File: src/rtl/register_file_if.sv
// Bus bundle for the register file: one write port, one reserve port,
// two combinational read ports and the scoreboard status outputs.
interface register_file_if #(
  parameter int WIDTH  = 24,
  parameter int ADDR_W = 4
);
  logic              we;
  logic [ADDR_W-1:0] waddr;
  logic [WIDTH-1:0]  wdata;
  logic              rsv_en;
  logic [ADDR_W-1:0] rsv_addr;
  logic [ADDR_W-1:0] ra_addr;
  logic [WIDTH-1:0]  ra_data;
  logic              ra_busy;
  logic [ADDR_W-1:0] rb_addr;
  logic [WIDTH-1:0]  rb_data;
  logic              rb_busy;
  logic              rsv_conflict;
  logic [ADDR_W:0]   busy_count;

  // The control unit / pipeline side drives addresses and write data
  modport master (
    output we, waddr, wdata, rsv_en, rsv_addr, ra_addr, rb_addr,
    input  ra_data, ra_busy, rb_data, rb_busy, rsv_conflict, busy_count
  );

  // The register file itself
  modport slave (
    input  we, waddr, wdata, rsv_en, rsv_addr, ra_addr, rb_addr,
    output ra_data, ra_busy, rb_data, rb_busy, rsv_conflict, busy_count
  );
endinterface

File: src/rtl/register_file.sv
// Multi-entry register file with per-entry pending bits. A reserve marks an
// entry as awaiting a multicycle result; the write that delivers the result
// clears the mark. Reads are combinational, with optional same-cycle write
// forwarding and an optional hardwired-zero entry 0.
module register_file #(
  parameter int WIDTH    = 24,
  parameter int ADDR_W   = 4,
  parameter int ZERO_REG = 1,
  parameter int BYPASS   = 1
) (
  input logic            clk,
  input logic            reset,
  register_file_if.slave bus
);

  localparam int DEPTH = 2 ** ADDR_W;

  logic [WIDTH-1:0] mem [DEPTH];
  logic [DEPTH-1:0] busy;
  logic [DEPTH-1:0] busy_next;
  logic [ADDR_W:0]  count_next;
  logic [ADDR_W:0]  busy_count_q;
  logic             rsv_conflict_q;
  logic             wr_ok;
  logic             rsv_ok;

  // Writes and reserves aimed at a hardwired-zero entry 0 are dropped entirely
  always_comb begin
    wr_ok  = bus.we;
    rsv_ok = bus.rsv_en;
    if (ZERO_REG != 0) begin
      if (bus.waddr == '0)    wr_ok  = 1'b0;
      if (bus.rsv_addr == '0) rsv_ok = 1'b0;
    end
  end

  // Next pending vector: write clears first, reserve sets last so a new producer wins
  always_comb begin
    busy_next = busy;
    if (wr_ok)  busy_next[bus.waddr]    = 1'b0;
    if (rsv_ok) busy_next[bus.rsv_addr] = 1'b1;
    count_next = '0;
    for (int i = 0; i < DEPTH; i++) begin
      count_next = count_next + {{ADDR_W{1'b0}}, busy_next[i]};
    end
  end

  // Storage, scoreboard and registered status update
  always_ff @(posedge clk) begin
    if (reset) begin
      for (int i = 0; i < DEPTH; i++) begin
        mem[i] <= '0;
      end
      busy           <= '0;
      rsv_conflict_q <= 1'b0;
      busy_count_q   <= '0;
    end else begin
      if (wr_ok) mem[bus.waddr] <= bus.wdata;
      busy           <= busy_next;
      rsv_conflict_q <= rsv_ok && busy[bus.rsv_addr];
      busy_count_q   <= count_next;
    end
  end

  // Read port A: array lookup, then forwarding, then the zero-entry override
  always_comb begin
    bus.ra_data = mem[bus.ra_addr];
    bus.ra_busy = busy[bus.ra_addr];
    if (BYPASS != 0 && bus.we && bus.waddr == bus.ra_addr) begin
      bus.ra_data = bus.wdata;
      bus.ra_busy = 1'b0;
    end
    if (ZERO_REG != 0 && bus.ra_addr == '0) begin
      bus.ra_data = '0;
      bus.ra_busy = 1'b0;
    end
  end

  // Read port B: identical path to port A
  always_comb begin
    bus.rb_data = mem[bus.rb_addr];
    bus.rb_busy = busy[bus.rb_addr];
    if (BYPASS != 0 && bus.we && bus.waddr == bus.rb_addr) begin
      bus.rb_data = bus.wdata;
      bus.rb_busy = 1'b0;
    end
    if (ZERO_REG != 0 && bus.rb_addr == '0) begin
      bus.rb_data = '0;
      bus.rb_busy = 1'b0;
    end
  end

  assign bus.rsv_conflict = rsv_conflict_q;
  assign bus.busy_count   = busy_count_q;

endmodule
File: src/flat_wrapper.sv
// flat-port wrapper written by rule: the top's interface ports become plain ports
module register_file_flat 
#(
  parameter int WIDTH    = 24,
  parameter int ADDR_W   = 4,
  parameter int ZERO_REG = 1,
  parameter int BYPASS   = 1
)
  (clk, reset, bus_we, bus_waddr, bus_wdata, bus_rsv_en, bus_rsv_addr, bus_ra_addr, bus_rb_addr, bus_ra_data, bus_ra_busy, bus_rb_data, bus_rb_busy, bus_rsv_conflict, bus_busy_count);
  register_file_if #(.WIDTH(WIDTH), .ADDR_W(ADDR_W)) bus_i ();
  input logic clk;
  input logic reset;
  input wire logic [$bits(bus_i.we)-1:0] bus_we;
  input wire logic [$bits(bus_i.waddr)-1:0] bus_waddr;
  input wire logic [$bits(bus_i.wdata)-1:0] bus_wdata;
  input wire logic [$bits(bus_i.rsv_en)-1:0] bus_rsv_en;
  input wire logic [$bits(bus_i.rsv_addr)-1:0] bus_rsv_addr;
  input wire logic [$bits(bus_i.ra_addr)-1:0] bus_ra_addr;
  input wire logic [$bits(bus_i.rb_addr)-1:0] bus_rb_addr;
  output wire logic [$bits(bus_i.ra_data)-1:0] bus_ra_data;
  output wire logic [$bits(bus_i.ra_busy)-1:0] bus_ra_busy;
  output wire logic [$bits(bus_i.rb_data)-1:0] bus_rb_data;
  output wire logic [$bits(bus_i.rb_busy)-1:0] bus_rb_busy;
  output wire logic [$bits(bus_i.rsv_conflict)-1:0] bus_rsv_conflict;
  output wire logic [$bits(bus_i.busy_count)-1:0] bus_busy_count;
  assign bus_i.we = bus_we;
  assign bus_i.waddr = bus_waddr;
  assign bus_i.wdata = bus_wdata;
  assign bus_i.rsv_en = bus_rsv_en;
  assign bus_i.rsv_addr = bus_rsv_addr;
  assign bus_i.ra_addr = bus_ra_addr;
  assign bus_i.rb_addr = bus_rb_addr;
  assign bus_ra_data = bus_i.ra_data;
  assign bus_ra_busy = bus_i.ra_busy;
  assign bus_rb_data = bus_i.rb_data;
  assign bus_rb_busy = bus_i.rb_busy;
  assign bus_rsv_conflict = bus_i.rsv_conflict;
  assign bus_busy_count = bus_i.busy_count;
  register_file #(.WIDTH(WIDTH), .ADDR_W(ADDR_W), .ZERO_REG(ZERO_REG), .BYPASS(BYPASS)) u_core (.clk(clk), .reset(reset), .bus(bus_i));
endmodule
File: config.mk
export PLATFORM = sky130hd
export DESIGN_NAME = register_file_flat
export DESIGN_NICKNAME = d
export VERILOG_FILES = /design/src/rtl/register_file_if.sv /design/src/rtl/register_file.sv /design/src/flat_wrapper.sv
export SDC_FILE = /design/constraint.sdc
export NUM_CORES = 1
export LEC_CHECK = 0
export CAP_MARGIN = 20
export CORE_MARGIN = 3
export CORE_UTILIZATION = 41
export DETAILED_ROUTE_END_ITERATION = 10
export PLACE_DENSITY_LB_ADDON = 0.15
export SLEW_MARGIN = 5
export SYNTH_ARGS = -nofsm -noshare
export SYNTH_HDL_FRONTEND = slang
export SYNTH_SLANG_ARGS = --single-unit
File: constraint.sdc
create_clock -name clk -period 9.2 [get_ports clk]
set_input_delay 2.3 -clock clk [delete_from_list [all_inputs] [get_ports clk]]
set_output_delay 2.3 -clock clk [all_outputs]
set_load 0.1 [all_outputs]
After elaboration in Yosys (flattened, before gate mapping)
Memories as Yosys holds them, arrays and structs flattened.
Cells that the tools add are included.

operators by class
  $add $sub $neg = 15
  magnitude comparators = 6
  eq/ne operators = 2
  multiplexer cells = 30
  bitwise gates (word level) = 3
  reduce and logical (&&, ||, !) cells = 10

operators by type and width
  kind                count
  $mux 24             5
  $add 5x1->5         14
  $mux 16             2
  $reduce_or 24->1    1
  $lt 4x5->1 const B  4
  $mux 1              17
  $and 16x16->16      1
  $logic_not 4->1     4
  $not 16->16         1
  $or 16x16->16       1
  $bmux 1 s4          3
  $demux 1 s4         2
  $eq 4x4->1          2
  $ge 4x1->1 const B  2
  $logic_and 1x1->1   5
  $mux 4              1
  $add 1x1->2         1

storage, ports and cells
  bits in registers = 22
  RAM bits = 384
  bits of input ports = 44
  output and inout port bits = 56
  word-level logic and storage cells = 70
  memories = 1

memories
  memory      depth  bits a word  rd ports  clocked after Yosys merged registers in  write ports  line                 RTL
  u_core.mem  16     24           2         0                                        16           register_file.sv:18  logic [WIDTH-1:0] mem [DEPTH];

Longest topological paths before layout
Gate-level depths: netlist of the first run.

  word-level depth = 24
  gate-level depth with buffers = 18
  mapped depth without buffers = 17

Worst setup path after synthesis of the first run
Ideal clock, no wire load.

  path type = in2out
  start = in bus_ra_addr[3]
  end = out bus_ra_data[10]
  arrival time = 4.968 ns
  data required time = 6.900 ns
  slack = 1.932 ns
  cell stages on the path = 7
  cells stage by stage = buf_2 -> or3b_2 -> clkbuf_1 -> clkbuf_1 -> o22ai_1 -> a2111oi_0 -> a21oi_1

on the way
  cells in the longest elaborated chain, start to end = 4
  elaborated cells on any way between the ends = 6

ends and longest elaborated chain
  what                                                   line                 RTL
  from (decl)                                            flat_wrapper.sv:18   input wire logic [$bits(bus_i.ra_addr)-1:0] bus_ra_addr;
  branches (longest 3 deep; another with $mem_v2 16x24)  --
  $mux 24 *                                              register_file.sv:73  if (ZERO_REG != 0 && bus.ra_addr == '0) begin
  to (decl)                                              flat_wrapper.sv:20   output wire logic [$bits(bus_i.ra_data)-1:0] bus_ra_data;

Every way passes the cells marked *.

Worst setup path in the final report of the first run
  start = in bus_ra_addr[3]
  end = out bus_ra_data[8]

Same word-level chain as after synthesis.

==> results of run 1 <==
metal layers:
layer / share of wire [%] / vias to the layer above
met2: 45 / 778
li1: - / 6561
met1: 43 / 8057
met3: 8.1 / 155
met5: 0.017 / -
met4: 3.3 / 2
logic make-up after synthesis:
logic type	Yosys count	share of synthesized area [%]
adders and majority gates	15	1.16
other	1	0.0166
buffers and inverters	173	3.47
DFF	406	53.0
and+or+nand+nor	528	14.2
xor gates and xnor gates	9	0.349
AOI/OAI and AO/OA	260	8.35
muxes	303	19.5
final timing paths:
path                            depth (start not counted)                                  end                       from
worst min-delay path                                    1            u_core.busy[0]$_SDFF_PP0_  u_core.busy[0]$_SDFF_PP0_
worst max-delay path                                    6                       bus_ra_data[8]             bus_ra_addr[3]
worst max register to register                         12  u_core.bus.busy_count[4]$_SDFF_PP0_  u_core.busy[1]$_SDFF_PP0_
worst min register to register                          1            u_core.busy[0]$_SDFF_PP0_  u_core.busy[0]$_SDFF_PP0_
power breakdown:
group	internal, uW	switching [uW]
clock	1100	771
combinational	276	672
sequential	2140	55.7
total	3510	1500
final cells by class:
class	instances	area [sq um]	area share [%]
repair buffers	156	1320	5.12
diodes	2	5.00	0.0194
clock inverters	12	116	0.452
inverters	9	33.8	0.131
well taps	696	871	3.38
multi-input cells	1139	10000	38.9
flip-flops and latches	406	12000	46.5
clock buffers	74	1410	5.48
synth_stat cells, types with 9 or more instances:
| library cell | instances | area share, % |
|---|---|---|
| and2_1 | 361 | 10 |
| mux4_2 | 109 | 11 |
| fa_1 | 10 | 0.89 |
| nand2b_1 | 18 | 0.50 |
| a2111oi_0 | 28 | 1.1 |
| dfxtp_1 | 22 | 2.0 |
| mux2i_1 | 192 | 8.5 |
| o22ai_1 | 96 | 2.7 |
| o31ai_1 | 48 | 1.6 |
| nand2_1 | 22 | 0.37 |
| inv_1 | 9 | 0.15 |
| clkbuf_1 | 100 | 1.7 |
| nor2b_1 | 57 | 1.6 |
| edfxtp_1 | 384 | 51 |
| a22oi_1 | 10 | 0.33 |
| a21oi_1 | 49 | 1.1 |
| a2111oi_2 | 18 | 1.2 |
| nor2_1 | 32 | 0.53 |
| buf_2 | 48 | 1.1 |
stage by stage:
stage / utilization (%) / total power [uW] / setup slack [ps] / hold slack, ps / instances
final: 47.5 / 5010 / 1240 / 592 / 2494
after global routing: 47.5 / 5150 / 1240 / 614 / 2492
after CTS: 47.5 / 5020 / 1370 / 585 / 2491
after detailed placement: 44.7 / 3170 / 1370 / 585 / 2405
after global placement: 44.6 / 3160 / 1330 / 564 / 2404
after floorplan: - / 2860 / 1930 / 477 / 1718
registers in the layout, indices dropped and copies added (netlist names):
register                 cells
u_core.busy                 16
u_core.bus.rsv_conflict      1
u_core.mem                 384
u_core.bus.busy_count        5
==> key figures, run 1 <==
Power
  • Static Leak: 0.00926 uW
  • VDD IR max: 0.000143 V
  • Power density over the cells: 195 nW/um^2

Finish
  • Most frequent cells in the layout: edfxtp_1 (384), and2_1 (361), mux2i_1 (192)
  • Layout area overhead: 13.9%
  • Finished Cell Area: 25700 sq um
  • Nets: 1817
  • Layout fillers: 4673
  • Commonest non-fill, non-tap cell in the layout: edfxtp_1
  • Share of layout cells above drive strength 1: 18.7%

Global route
  • Vias in the first global route: 15.7k
  • M3 GR Usage: 4.86%
  • Grt ovf: 0
  • First-pass GRT wire length: 112000 um
  • Gr busiest metal: met2
  • Total track usage: 27.0%
  • Antenna violations before repair: 7
  • GRT met1 Usage: 38.9%
  • Routing usage on met2: 41.7%
  • Largest net degree at the start of global routing: 65

Worst setup path
  • FF-to-FF setup slack: 5070 ps
  • CP Data Arrival Time: 5660 ps
  • Startpoint class of the critical path: input pin
  • CP cell instances: clkdlybuf4s50_1 -> or3b_2 -> o22ai_1 -> a2111oi_0 -> a21oi_1 -> buf_4
  • Critical path capture point type: primary output
  • CP bufs+invs: 2
  • CP max FO: 24
  • Crit path required time: 6900 ps
  • Slowest CP cell: clkdlybuf4s50_1
  • Max stage delay on crit path: 910 ps
  • Crit Path Category: in2out
  • Delay-heaviest family, CP: compound AO/OA/AOI/OAI gates

Timing
  • Clk_skew: 6.16 ps
  • Final Cycle Share: 86.5%
  • Least-Margin Pin Slew: 1130 ps
  • Max Fclk: 126 MHz
  • RSZ-0062 raised after global routing: no
  • Setup violations, final: 0
  • Final Hold Viols: 0
  • Final Slew Violations: 0
  • Setup TNS: 0 ps
  • Minimum clock period: 7960 ps
  • Relative slew slack: 24.7%

Clock tree
  • Clk sinks: 406
  • CTS tree: yes
  • Clk buf depth: 3
  • Root Buffer: clkbuf_16
  • Post-CTS sizing: 0
  • Setup Fix Bufs, Post-CTS: 0
  • Clock-pin slew on the worst setup and hold paths: 60 ps
  • CTS Buf Count: 46
  • Hold buffers post-CTS: 0
  • Worst skew pair latency: 580 ps
  • # H-tree levels: 2

Route
  • DR WL/cell: 31.1 um
  • Via density: 6.24
  • Final wirelength: 77500 um
  • Via count: 15.6k
  • DRT Pass-1 Iters: 7
  • Post-route ant nets: 0
  • DR iter-0 viols: 1958
  • Residual DRC: 0

Die
  • I/O pin cnt: 100
  • Number of cell rows: 85
  • Die width: 241 um
  • Core ar.: 54100 sq um
  • Initial Util: 41.7%
  • Die Height: 241 um
  • Die area: 57900 sq um

Place
  • Detailed placement HPWL: 47900 um
  • I/O Buffers: 99
  • Placed cell areas: 24200 sq um
  • Routability cong.: 0.875

Min path
  • Min-Delay Path Class: reg2reg

Synthesis
  • Seq/Total Area, Yosys: 53.0%
  • Mapped cell area: 22600 sq um
  • Post-synthesis cell type count: 46
  • Async set or reset register ratio after synthesis: 0%
  • Number of synthesized register bits: 406
  • Synth Warn #: 0
  • Cells after synthesis: 1695
  • Post-synth EDFFs: 384
  • Top_reg_cell synth: edfxtp_1
  • Syn_area_per_cell: 13.3 sq um

Flow run
  • Max cap viols: 0

Outcome
  • Run status: complete, no violations
(Power assumes the default switching activity.)
==> run 2, diff against run 1 <==
--- a/config.mk
+++ b/config.mk
@@ -8,6 +8,7 @@
 export CAP_MARGIN = 20
 export CORE_MARGIN = 3
 export CORE_UTILIZATION = 41
+export CTS_CLUSTER_SIZE = 25
 export DETAILED_ROUTE_END_ITERATION = 10
 export PLACE_DENSITY_LB_ADDON = 0.15
 export SLEW_MARGIN = 5
==> results of run 2 <==
No change in the layout: final DEF, timing and power equal those of run 1.
==> run 3, diff against run 2 <==
--- a/config.mk
+++ b/config.mk
@@ -5,7 +5,7 @@
 export SDC_FILE = /design/constraint.sdc
 export NUM_CORES = 1
 export LEC_CHECK = 0
-export CAP_MARGIN = 20
+export ABC_AREA = 1
 export CORE_MARGIN = 3
 export CORE_UTILIZATION = 41
 export CTS_CLUSTER_SIZE = 25
==> constraint.sdc (replaced) <==
create_clock -name clk -period 9.2 [get_ports clk]
set_input_delay 1.84 -clock clk [delete_from_list [all_inputs] [get_ports clk]]
set_output_delay 1.84 -clock clk [all_outputs]
set_load 0.1 [all_outputs]
==> key figures, run 3 <==
Outcome
  • Run status: complete, no violations

Timing
  • Clk_skew: 7.61 ps
  • Minimum clock period: 7080 ps
  • Setup violations, final: 0
  • Final Cycle Share: 76.9%
  • Worst hold slack: 522 ps
  • RSZ-0062 raised after global routing: no
  • Least-Margin Pin Slew: 1190 ps
  • Relative slew slack: 20.1%
  • Final Slew Violations: 0
  • Max Fclk: 141 MHz
  • Final Hold Viols: 0
  • Setup TNS: 0 ps
  • Setup ws final: 2120 ps

Synthesis
  • Adder-Cell Fraction of Synth Area: 1.07%
  • Syn_area_per_cell: 7.27 sq um
  • Area contributors post-synth: edfxtp_1 (47%), nand2_1 (17%), nand3_1 (11%), nor2_1 (9.3%), inv_1 (5.5%)
  • Synth Warn #: 0
  • Post-synthesis mux area share: 0%
  • Cells after synthesis: 3371
  • Post-synth EDFFs: 384
  • Top_reg_cell synth: edfxtp_1
  • Post-synthesis cell type count: 28
  • Share of the synthesized area in the top cell type: 47.1%
  • Number of synthesized register bits: 406
  • Async set or reset register ratio after synthesis: 0%
  • Synth area leader: edfxtp_1
  • Top-count cell post-synth: nand2_1
  • Mapped cell area: 24500 sq um
  • Post-synthesis xor/xnor area fraction: 0.0715%
  • Synth Area in Simple Gates: 37.9%
  • Largest family of logic cells by synthesized area: simple AND/OR/NAND/NOR gates
  • Synth cell count leaders: nand2_1 (1087), nor2_1 (607), nand3_1 (541), edfxtp_1 (384), inv_1 (356)
  • Seq/Total Area, Yosys: 48.9%
  • Synth Area in Compound Gates: 1.78%

Finish
  • Max reg flops: 384
  • Biggest register: u_core.mem
  • Nets: 3404
  • Most frequent cells in the layout: nand2_1 (1067), nor2_1 (607), nand3_1 (541)
  • Commonest non-fill, non-tap cell in the layout: nand2_1
  • Layout area overhead: 10.4%
  • Share of layout cells above drive strength 1: 6.39%
  • Diodes inserted: 0

Global route
  • Total track usage: 29.3%
  • First-pass GRT wire length: 139000 um
  • Antenna violations before repair: 0
  • Vias in the first global route: 22.1k
  • Largest net degree at the start of global routing: 85
  • Grt ovf: 0

Min path
  • Min-Delay Path Class: reg2reg
  • Hold Path Cell Cnt: 2

Route
  • Residual DRC: 0
  • DRT Pass-1 Iters: 7
  • Post-route ant nets: 0
  • Via density: 5.55
  • Via count: 23.0k
  • Final wirelength: 93900 um
  • DR WL/cell: 22.6 um
  • DR iter-0 viols: 2607

Place
  • Detailed placement HPWL: 52900 um
  • I/O Buffers: 99
  • Routability cong.: 0.881
  • Post-place setup slack: 2240 ps

Die
  • Die Height: 250 um
  • I/O pin cnt: 100
  • Core ar.: 58400 sq um
  • Die width: 250 um
  • Die area: 62700 sq um
  • Initial Util: 42.0%
  • Number of cell rows: 88

Clock tree
  • Root Buffer: clkbuf_16
  • Clk buf depth: 3
  • Setup Fix Bufs, Post-CTS: 0
  • Worst skew pair latency: 600 ps
  • CTS Buf Count: 49
  • Clk sinks: 406
  • Post-CTS sizing: 0
  • Hold buffers post-CTS: 0
  • Clock-pin slew on the worst setup and hold paths: 60 ps
  • # H-tree levels: 2
  • CTS tree: yes

Worst setup path
  • Reg2reg path depth: 12
  • CP max FO: 44
  • Crit path required time: 7360 ps
  • Critical path capture point type: primary output
  • Startpoint class of the critical path: input pin
  • Crit Path Category: in2out
  • CP Data Arrival Time: 5240 ps

Power
  • Power density over the cells: 187 nW/um^2
  • Static Leak: 0.0126 uW
  • VDD IR max: 0.000152 V

Flow run
  • Max cap viols: 0
## run 3: changes by cell type in the layout (fill, tap and decap cells not counted), moves of 28 or more
| cell | change |
|---|---|
| nand2_1 | +1045 |
| a2111oi_0 | -28 |
| o21ai_0 | +38 |
| mux4_2 | -109 |
| inv_1 | +345 |
| o31ai_1 | -48 |
| nor2_1 | +587 |
| and2_1 | -361 |
| nor2b_1 | -55 |
| a21oi_1 | -29 |
| mux2i_1 | -192 |
| nand3_1 | +539 |
| o22ai_1 | -96 |
## run 3: power by group
part           switching (uW)  leakage, uW  internal, uW
clock                     805     0.000724          1050
combinational             802      0.00804           228
sequential               34.1      0.00385          2130
## run 3: path summary, 6_finish.rpt
| check | slack [ps] | endpoint | startpoint |
|---|---|---|---|
| worst max-delay path | 2120 | bus_ra_data[17] | bus_ra_addr[1] |
| worst min-delay path | 520 | u_core.busy[1]$_SDFF_PP0_ | u_core.busy[1]$_SDFF_PP0_ |
| worst max register to register | 5120 | u_core.bus.busy_count[2]$_SDFF_PP0_ | u_core.busy[6]$_SDFF_PP0_ |
| worst min register to register | 520 | u_core.busy[1]$_SDFF_PP0_ | u_core.busy[1]$_SDFF_PP0_ |
## run 3: layout make-up
cell class	instances	area, sq um
sequential	406	12000
clock buffer	64	1300
tap	765	957
clock inverter	22	168
multi-input combinational	2388	10100
fill	5816	31300
inverter	363	1380
timing repair buffer	137	1130
## run 3: worst max-delay path, cell delays in order
cell,delay (ps)
buf_4,540
inv_4,460
nand2_1,170
nand2_1,60
nor2_1,100
nand3_2,720
buf_4,540
nand3_1,100
nor2_1,50
nor2_1,190
buf_4,330
## run 3: kinds of logic (layout without fill, tap and decap cells)
group	count (synthesis)	in the layout
xor+xnor	2	2
compound gates	83	83
simple gates	2264	2264
buf+inv	600	586
flops	406	406
other cells	1	24
fa+ha+maj	15	15
## run 3: per-layer routing
layer  share of wire, %  vias to the layer above  global-route usage (%)
li1                   -                    10500                       -
met1                 39                    10900                    38.5
met2                 46                     1308                    47.4
met3                9.6                      267                    4.70
met4                4.7                        0                    13.8
met5                  0                        -                       0
## run 3: per-stage QoR
step	power [uW]	std cells	util, %	cell area [sq um]
finish	5050	4145	46.4	27100
floorplan	2920	3394	-	24600
global placement	3210	4059	43.9	25600
global route	5220	4145	46.4	27100
CTS	5060	4145	46.4	27100
detailed placement	3220	4059	43.9	25600
